## src/rtl/shifter_pkg.sv

```systemverilog
// Shared encodings for the operand-2 shift path: shift types, sequencer states
// and the fixed ARM word width.
package shifter_pkg;

  localparam int WORD = 32;

  typedef enum logic [1:0] {
    SH_LSL = 2'b00,
    SH_LSR = 2'b01,
    SH_ASR = 2'b10,
    SH_ROR = 2'b11
  } shift_t;

  typedef enum logic [1:0] {
    ST_IDLE  = 2'b00,
    ST_SHIFT = 2'b01,
    ST_DONE  = 2'b10
  } state_t;

endpackage

```

## src/rtl/shift_step_unit.sv

```systemverilog
// Combinational single shift step of 0..32 positions; carry is the last bit
// shifted out, or the incoming carry when nothing moves.
module shift_step_unit
  import shifter_pkg::*;
(
  input  logic [WORD-1:0] data_in,
  input  shift_t          sh_type,
  input  logic [5:0]      s,
  input  logic            carry_in,
  output logic [WORD-1:0] data_out,
  output logic            carry_out
);

  logic [WORD:0]   lsl_w;
  logic [WORD:0]   lsr_w;
  logic [WORD:0]   asr_w;
  logic [WORD-1:0] ror_w;

  // One guard bit above (LSL) or below (LSR/ASR) the word catches the last bit out.
  always_comb begin
    lsl_w = {1'b0, data_in} << s;
    lsr_w = {data_in, 1'b0} >> s;
    asr_w = $signed({data_in, 1'b0}) >>> s;
    ror_w = (data_in >> s) | (data_in << (6'd32 - s));

    data_out  = data_in;
    carry_out = carry_in;
    if (s != 6'd0) begin
      unique case (sh_type)
        SH_LSL: begin
          data_out  = lsl_w[WORD-1:0];
          carry_out = lsl_w[WORD];
        end
        SH_LSR: begin
          data_out  = lsr_w[WORD:1];
          carry_out = lsr_w[0];
        end
        SH_ASR: begin
          data_out  = asr_w[WORD:1];
          carry_out = asr_w[0];
        end
        SH_ROR: begin
          data_out  = ror_w;
          carry_out = ror_w[WORD-1];
        end
        default: ;
      endcase
    end
  end

endmodule

```

## src/rtl/shift_sequencer.sv

```systemverilog
// Multi-cycle ARM operand-2 shifter: normalises the amount on start, then walks
// the shift through shift_step_unit STEP bits per cycle.
//   state    | meaning
//   ST_IDLE  | waiting for start; result/carry_out hold the last answer
//   ST_SHIFT | shifting min(cnt,STEP) bits per cycle
//   ST_DONE  | one-cycle done pulse, result/carry_out valid
module shift_sequencer
  import shifter_pkg::*;
#(
  parameter int STEP  = 8,
  parameter int WIDTH = 32
) (
  input  logic             clk,
  input  logic             reset,
  input  logic             start,
  input  logic [WIDTH-1:0] op_data,
  input  logic [1:0]       shift_type,
  input  logic [7:0]       amount,
  input  logic             amount_is_imm,
  input  logic             carry_in,
  output logic             busy,
  output logic             done,
  output logic [WIDTH-1:0] result,
  output logic             carry_out
);

  localparam logic [5:0] STEP_V = 6'(STEP);

  state_t           state_q, state_d;
  shift_t           type_q, type_d;
  logic [WIDTH-1:0] data_q, data_d;
  logic [5:0]       cnt_q, cnt_d;
  logic             carry_q, carry_d;
  logic [WIDTH-1:0] result_q, result_d;
  logic             cout_q, cout_d;

  shift_t           in_type;
  logic [4:0]       amt5;
  logic [5:0]       norm_cnt;
  logic [WIDTH-1:0] zero_res;
  logic             zero_c;
  logic [5:0]       step_s;
  logic [WIDTH-1:0] step_data;
  logic             step_c;

  // A zero norm_cnt means the answer is zero_res/zero_c with no SHIFT cycles.
  always_comb begin
    in_type  = shift_t'(shift_type);
    amt5     = amount[4:0];
    norm_cnt = 6'd0;
    zero_res = op_data;
    zero_c   = carry_in;
    if (amount_is_imm) begin
      unique case (in_type)
        SH_LSL: norm_cnt = {1'b0, amt5};
        SH_LSR, SH_ASR: norm_cnt = (amt5 == 5'd0) ? 6'd32 : {1'b0, amt5};
        SH_ROR: begin
          norm_cnt = {1'b0, amt5};
          if (amt5 == 5'd0) begin
            zero_res = {carry_in, op_data[WIDTH-1:1]};
            zero_c   = op_data[0];
          end
        end
        default: ;
      endcase
    end else if (amount != 8'd0) begin
      unique case (in_type)
        SH_LSL, SH_LSR: norm_cnt = (amount > 8'd33) ? 6'd33 : amount[5:0];
        SH_ASR: norm_cnt = (amount > 8'd32) ? 6'd32 : amount[5:0];
        SH_ROR: begin
          norm_cnt = {1'b0, amt5};
          zero_c   = op_data[WIDTH-1];
        end
        default: ;
      endcase
    end
  end

  assign step_s = (cnt_q < STEP_V) ? cnt_q : STEP_V;

  shift_step_unit u_step (
    .data_in   (data_q),
    .sh_type   (type_q),
    .s         (step_s),
    .carry_in  (carry_q),
    .data_out  (step_data),
    .carry_out (step_c)
  );

  always_comb begin
    state_d  = state_q;
    type_d   = type_q;
    data_d   = data_q;
    cnt_d    = cnt_q;
    carry_d  = carry_q;
    result_d = result_q;
    cout_d   = cout_q;
    unique case (state_q)
      ST_IDLE: begin
        if (start) begin
          type_d  = in_type;
          data_d  = op_data;
          carry_d = carry_in;
          cnt_d   = norm_cnt;
          if (norm_cnt == 6'd0) begin
            result_d = zero_res;
            cout_d   = zero_c;
            state_d  = ST_DONE;
          end else begin
            state_d = ST_SHIFT;
          end
        end
      end
      ST_SHIFT: begin
        data_d  = step_data;
        carry_d = step_c;
        cnt_d   = cnt_q - step_s;
        if (cnt_q == step_s) begin
          result_d = step_data;
          cout_d   = step_c;
          state_d  = ST_DONE;
        end
      end
      ST_DONE: state_d = ST_IDLE;
      default: state_d = ST_IDLE;
    endcase
  end

  always_ff @(posedge clk or posedge reset) begin
    if (reset) begin
      state_q  <= ST_IDLE;
      type_q   <= SH_LSL;
      data_q   <= '0;
      cnt_q    <= '0;
      carry_q  <= 1'b0;
      result_q <= '0;
      cout_q   <= 1'b0;
    end else begin
      state_q  <= state_d;
      type_q   <= type_d;
      data_q   <= data_d;
      cnt_q    <= cnt_d;
      carry_q  <= carry_d;
      result_q <= result_d;
      cout_q   <= cout_d;
    end
  end

  assign busy      = (state_q != ST_IDLE);
  assign done      = (state_q == ST_DONE);
  assign result    = result_q;
  assign carry_out = cout_q;

endmodule

```

## config.mk

```make
export PLATFORM = sky130hd
export DESIGN_NAME = shift_sequencer
export DESIGN_NICKNAME = d
export VERILOG_FILES = /design/src/rtl/shifter_pkg.sv /design/src/rtl/shift_step_unit.sv /design/src/rtl/shift_sequencer.sv
export SDC_FILE = /design/constraint.sdc
export NUM_CORES = 1
export LEC_CHECK = 0
export ABC_AREA = 1
export CAP_MARGIN = 25
export CORE_MARGIN = 5
export CORE_UTILIZATION = 40
export CTS_CLUSTER_SIZE = 12
export DETAILED_ROUTE_END_ITERATION = 10
export HOLD_SLACK_MARGIN = 0.03
export SYNTH_ARGS = -nofsm -noshare
export SYNTH_HDL_FRONTEND = slang
export SYNTH_SLANG_ARGS = --single-unit
```

## constraint.sdc

```tcl
create_clock -name clk -period 3.3 [get_ports clk]
set_input_delay 0.33 -clock clk [delete_from_list [all_inputs] [get_ports clk]]
set_output_delay 0.33 -clock clk [all_outputs]
set_load 0.05 [all_outputs]
```

Word-level counts from Yosys, hierarchy flattened
Index checks and enable logic that the tools add are counted.
{ "totals": {"rom_bits": 0, "word_cells": 84, "inputBits": 47, "output_inout_bits": 35, "register_bits": 76, "mem_count": 0, "latch_bits": 0, "mem_bits_rw": 0} }
{ "op_classes": {"n_mux": 38, "n_reduce_logical": 16, "n_shift": 5, "n_eq_ne": 12, "n_mul": 0, "n_div": 0, "magnitude_cmp": 3, "addsub": 2, "bitwise_logic": 1} }
{ "op_table": {"columns": ["cell", "count"], "rows": [
  ["32-bit 2-to-1 mux", 8],
  ["32-bit one-hot mux with 2 select lines", 2],
  ["32-bit one-hot mux with 4 select lines", 1],
  ["6-bit 2-to-1 mux", 7],
  ["32-bit by 6-bit << shifter with 33-bit output", 1],
  ["33-bit by 6-bit >> shifter with 33-bit output", 1],
  ["33-bit by 6-bit >>> shifter with 33-bit output", 1],
  ["32-bit bitwise OR", 1],
  ["32-bit by 6-bit << shifter with 32-bit output", 1],
  ["32-bit by 6-bit >> shifter with 32-bit output", 1],
  ["6-bit one-hot mux with 2 select lines", 2],
  ["6-bit one-hot mux with 3 select lines", 1],
  ["8-bit by 6-bit greater-than comparator with 1-bit output (second input constant)", 2],
  ["2-bit equality test (second input constant)", 5],
  ["1-bit 2-to-1 mux", 10],
  ["8-bit nonzero test", 1],
  ["2-bit by 1-bit equality test with 1-bit output (second input constant)", 3],
  ["6-bit equality test", 1],
  ["2-bit zero test", 3],
  ["6-bit zero test", 1],
  ["6-bit by 4-bit < comparator with 1-bit output (second input constant)", 1],
  ["2-bit 2-to-1 mux", 3],
  ["2-bit inequality test (second input constant)", 3],
  ["2-bit AND reduction", 3],
  ["other kinds (10)", 14]
]} }

Longest topological paths before layout
{ "logic_depth": {"depth_word": 9, "mapped_depth": 20, "mapped_depth_nobuf": 18} }

Modules after synthesis
A second synthesis with hierarchy kept.
{ "hier_totals": {"cells_unflattened": 1865, "area_unflattened_um2": 10292.4} }
{ "modules_own_cells": {"columns": ["module", "area_each_um2", "seq_area_each_um2", "n_inst", "cells_per_inst"], "rows": [
  ["shift_step_unit", 6199.7, 0.0, 1, 1299],
  ["shift_sequencer", 4092.7, 1901.8, 1, 566]
]} }

Worst setup path after synthesis
Ideal clock, no wire load.
{ "synth_timing": {"path_type": "reg2reg", "from": "register cnt_q[5]", "to": "register result_q[20], in the netlist result[20]", "stages_incl_launch_ff": 17, "arrival_time_ns": 2.364, "period_less_slack_ns": 2.482, "t_required_ns": 3.182, "slack_ns": 0.818, "path_cell_list": "dfrtp_1 > nor2_8 > nand2_4 > nor2_8 > inv_2 > buf_6 > buf_2 > ha_1 > nand2_1 > clkbuf_1 > nand2_1 > a21oi_1 > nand3_1 > nand2_1 > o21ai_1 > nand2_1 > nand2_1"} }
{ "synth_via": {"elab_chain_len": 9, "elab_cells_between_ends": 17, "cone_classes": "add/sub (1); order compare (1); eq/ne (2); shift (5); mux (5); bitwise (1); reduce/logical (2)"} }
{ "synth_rtl": {"columns": ["item", "line_no", "source"], "rows": [
  ["start, declared", "shift_sequencer.sv:32", "logic [5:0] cnt_q, cnt_d;"],
  ["start signal, assigned", "shift_sequencer.sv:142", "cnt_q <= cnt_d;"],
  ["6-bit by 4-bit < comparator with 1-bit output", "shift_sequencer.sv:79", "assign step_s = (cnt_q < STEP_V) ? cnt_q : STEP_V;"],
  ["6-bit 2-to-1 mux", "shift_sequencer.sv:79", null],
  ["6-bit subtractor", "shift_step_unit.sv:24", "ror_w = (data_in >> s) | (data_in << (6'd32 - s));"],
  ["32-bit by 6-bit << shifter with 32-bit output", "shift_step_unit.sv:24", null],
  ["32-bit bitwise OR", "shift_step_unit.sv:24", null],
  ["32-bit one-hot mux with 4 select lines", "shift_step_unit.sv:29", "unique case (sh_type)"],
  ["32-bit 2-to-1 mux", "shift_step_unit.sv:28", "if (s != 6'd0) begin"],
  ["32-bit 2-to-1 mux", "shift_sequencer.sv:118", "if (cnt_q == step_s) begin"],
  ["32-bit one-hot mux with 2 select lines", "shift_sequencer.sv:98", "unique case (state_q)"],
  ["end signal, assigned", "shift_sequencer.sv:144", "result_q <= result_d;"],
  ["end, declared", "shift_sequencer.sv:34", "logic [WIDTH-1:0] result_q, result_d;"]
]} }
Several ways; a longest one is shown, not always the timed one. The select of a mux whose other input is x is not followed.
A chain may end at the register's enable or synchronous reset.

Worst setup path in the final report
{ "layout_timing": {"from": "register cnt_q[5]", "to": "register data_q[27]"} }
{ "layout_via": {"elab_chain_len": 8, "elab_cells_between_ends": 13, "cone_classes": "add/sub (1); order compare (1); shift (5); mux (4); bitwise (1); reduce/logical (1)"} }
{ "layout_rtl": {"columns": ["item", "line_no", "source"], "rows": [
  ["6-bit by 4-bit < comparator with 1-bit output", "shift_sequencer.sv:79", null],
  ["6-bit 2-to-1 mux (*)", "shift_sequencer.sv:79", null],
  ["6-bit subtractor", "shift_step_unit.sv:24", null],
  ["32-bit by 6-bit << shifter with 32-bit output", "shift_step_unit.sv:24", null],
  ["32-bit bitwise OR", "shift_step_unit.sv:24", null],
  ["32-bit one-hot mux with 4 select lines", "shift_step_unit.sv:29", null],
  ["32-bit 2-to-1 mux (*)", "shift_step_unit.sv:28", null],
  ["32-bit one-hot mux with 2 select lines (*)", "shift_sequencer.sv:98", null],
  ["end signal, assigned", "shift_sequencer.sv:141", "data_q <= data_d;"],
  ["end, declared", "shift_sequencer.sv:31", "logic [WIDTH-1:0] data_q, data_d;"]
]} }
Mark *: on every way between the ends. The rest lies on a longest branch, timed or not.

==> impl_metrics.py <==
metrics = {
    "run_status": {
        "status": "finished, final reports clean",
    },
    "clock_network": {
        "postCtsSetupBuffers": 0,
        "clk_path_buf_depth": 2,
        "cts_tree": "yes",
        "cts.clk_slew.worst_paths_ns": 0.07,
        "clock_sinks": 76,
        "htree_levels": 3,
        "post_cts_resize_count": 0,
        "cts-buffers-inserted": 9,
        "cts_root_buf": "clkbuf_16",
        "cts_hold_buf": 0,
        "worstSkewPairLatency_ns": 0.35,
    },
    "floorplan": {
        "initial_utilization_pct": 40.4,
        "dieHeight_um": 150,
        "die_w_um": 150,
        "coreArea_um2": 19400,
        "fp.dieArea_um2": 22500,
        "io_pins": 82,
        "core.rowCount": 51,
    },
    "synth": {
        "synthTopCellsByArea": "dfrtp_1 24%, nand2_1 23%, nand3_1 10%",
        "synth_top_family_by_area": "simple AND/OR/NAND/NOR gates",
        "ys.flop_type": "dfrtp_1",
        "synth.cells.most_frequent": "470 x nand2_1, 159 x nand3_1, 110 x nor2_1",
        "ys_seq_elements": 76,
        "syn_nets": 1415,
        "yosys.area_share.simple_pct": 44.1,
        "synthAdderAreaFrac_pct": 0.638,
        "synthDistinctLibCells": 43,
        "synth-edff-count": 0,
        "muxShareOfSynthArea_pct": 0.255,
        "yosysWarnings": 0,
        "synth.top_cell.area_share_pct": 24.3,
        "synth_xor_area_share_pct": 0.223,
        "syn_area_per_cell_um2": 5.75,
        "yosysMostFrequentCell": "nand2_1",
        "synthArstFlopShare_pct": 100,
        "syn-cell-area_um2": 7840,
        "seq_area_frac_synth_pct": 24.3,
        "synth-compound-area-share_pct": 20.4,
        "synth_cells": 1364,
        "yosysTopAreaCell": "dfrtp_1",
    },
    "global_routing": {
        "grt_pass1_wl_um": 51700,
        "grt-busiest-layer": "met1",
        "grt_max_degree": 84,
        "grt_util_met3_pct": 6.75,
        "antenna_found_initial": 0,
        "grt_remaining_overflow": 0,
        "grt_use_total_pct": 29.4,
        "met1_usage_pct": 44.3,
        "grtUsageMet2_pct": 42.0,
        "grt_pass1_vias": 8868,
    },
    "routing": {
        "vias": 9715,
        "drtIter0Drc": 1224,
        "drt-pass1-iter-count": 5,
        "avgRoutedWirePerCell_um": 19.9,
        "wl_um": 33300,
        "viasPerCell": 5.80,
        "remaining_drc_errors": 0,
        "ant_nets": 0,
    },
    "placement": {
        "dpl_cell_area_um2": 8870,
        "dp_hpwl_um": 25200,
        "gp_congestion": 1.06,
        "numPortBuffers": 81,
    },
    "setup_path": {
        "critical_path_class": "reg2reg",
        "crit_family": "simple AND/OR/NAND/NOR gates",
        "slowest_stage": "dfrtp_1",
        "cp.arrival_ns": 3.10,
        "path_buf_inv": 2,
        "cp.required_ns": 3.56,
        "path_cells": "nor2_8, nand2_4, nor2_8, inv_2, ha_1, inv_1, nand3_1, nand2_1, nand3_1, nand3_1, nand2_1, nand3_1, nand2_1, a22oi_1",
        "critPathLaunchType": "flop",
        "crit_top_cell": "nand3_1",
        "end_kind": "flop",
        "cp_max_fo": 12,
        "critPathMaxStageDelay_ns": 0.44,
    },
    "timing": {
        "min_period_ns": 2.84,
        "slew_viol_final": 0,
        "slew_headroom_pct": 42.3,
        "worst_pin_slew_ns": 0.864,
        "period_share_pct": 86.2,
        "tns_ns": 0,
        "setup_viol": 0,
        "rsz0062_at_grt": "false",
        "hold_viol_final": 0,
        "finClkSkew_ns": 0.0101,
        "fin_hold_ws_ns": 0.409,
        "timing.fmax_mhz": 352,
    },
    "cells_and_area": {
        "final_cell_area_um2": 9180,
        "drive_gt1_share_pct": 6.17,
        "fin_util_pct": 47.3,
        "syn2layout_area_growth_pct": 17.1,
        "antennaDiodeCount": 0,
        "nets": 1456,
        "filler_cell_count": 2125,
    },
    "run": {
        "drv_cap": 0,
    },
    "hold_path": {
        "min_path_type": "in2async",
    },
}
cell type report:
class | instances | area (µm²) | area share, %
clock buffer | 10 | 239 | 2.60
clock inverter | 6 | 70.1 | 0.763
inverter | 112 | 422 | 4.59
multi-input combinational | 1097 | 5150 | 56.1
sequential | 76 | 1900 | 20.7
tap | 265 | 332 | 3.61
timing repair buffer | 109 | 1070 | 11.7
kinds of logic (layout without fill, tap and decap cells):
family,after synthesis,in the layout
simple gates,808,808
compound gates,280,280
buf+inv,191,237
flops,76,76
fa+ha+maj,4,4
xor+xnor,2,2
mux,2,2
other cells,1,1
metal layers:
layer | up-vias | part of all wire (%)
li1 | 4610 | -
met1 | 4496 | 46
met2 | 552 | 41
met3 | 57 | 11
met4 | 0 | 2.4
met5 | - | 0
flip-flops by register name, indices dropped and copies added (netlist names):
signal / count
data_q: 32
state_q: 2
carry_out: 1
result: 32
type_q: 2
carry_q: 1
cnt_q: 6
worst paths after layout:
check / startpoint / end / slack [ns] / depth (start not counted)
max: cnt_q[5] / data_q[27] / 0.46 / 14
min: reset / result[20] / 0.41 / 2
max reg2reg: cnt_q[5] / data_q[27] / 0.46 / 14
min reg2reg: result[6] / result[6] / 0.48 / 2
max in group asynchronous: reset / result[28] / 2.23 / 3
min in group clk: result[6] / result[6] / 0.48 / 2
per-stage QoR:
step	setup WS (ns)	std cells
5_1_grt	0.270	1675
3_5_place_dp	0.438	1659
2_1_floorplan	0.818	1364
4_1_cts	0.543	1675
3_3_place_gp	0.434	1659
6_report	0.456	1675
placed cells by master, fill, tap and decap left out, drive strengths merged, types with 24 or more instances in the layout:
cell / n
nand3: 161
buf: 28
nor2: 119
nand4: 24
a21oi: 83
o211ai: 34
clkdlybuf4s50: 81
o21ai: 120
dfrtp: 76
inv: 114
nand2: 471
Power is left out: the tool's default activity adds up to more than one toggle a clock period on the data nets, which glitch-free logic cannot reach.
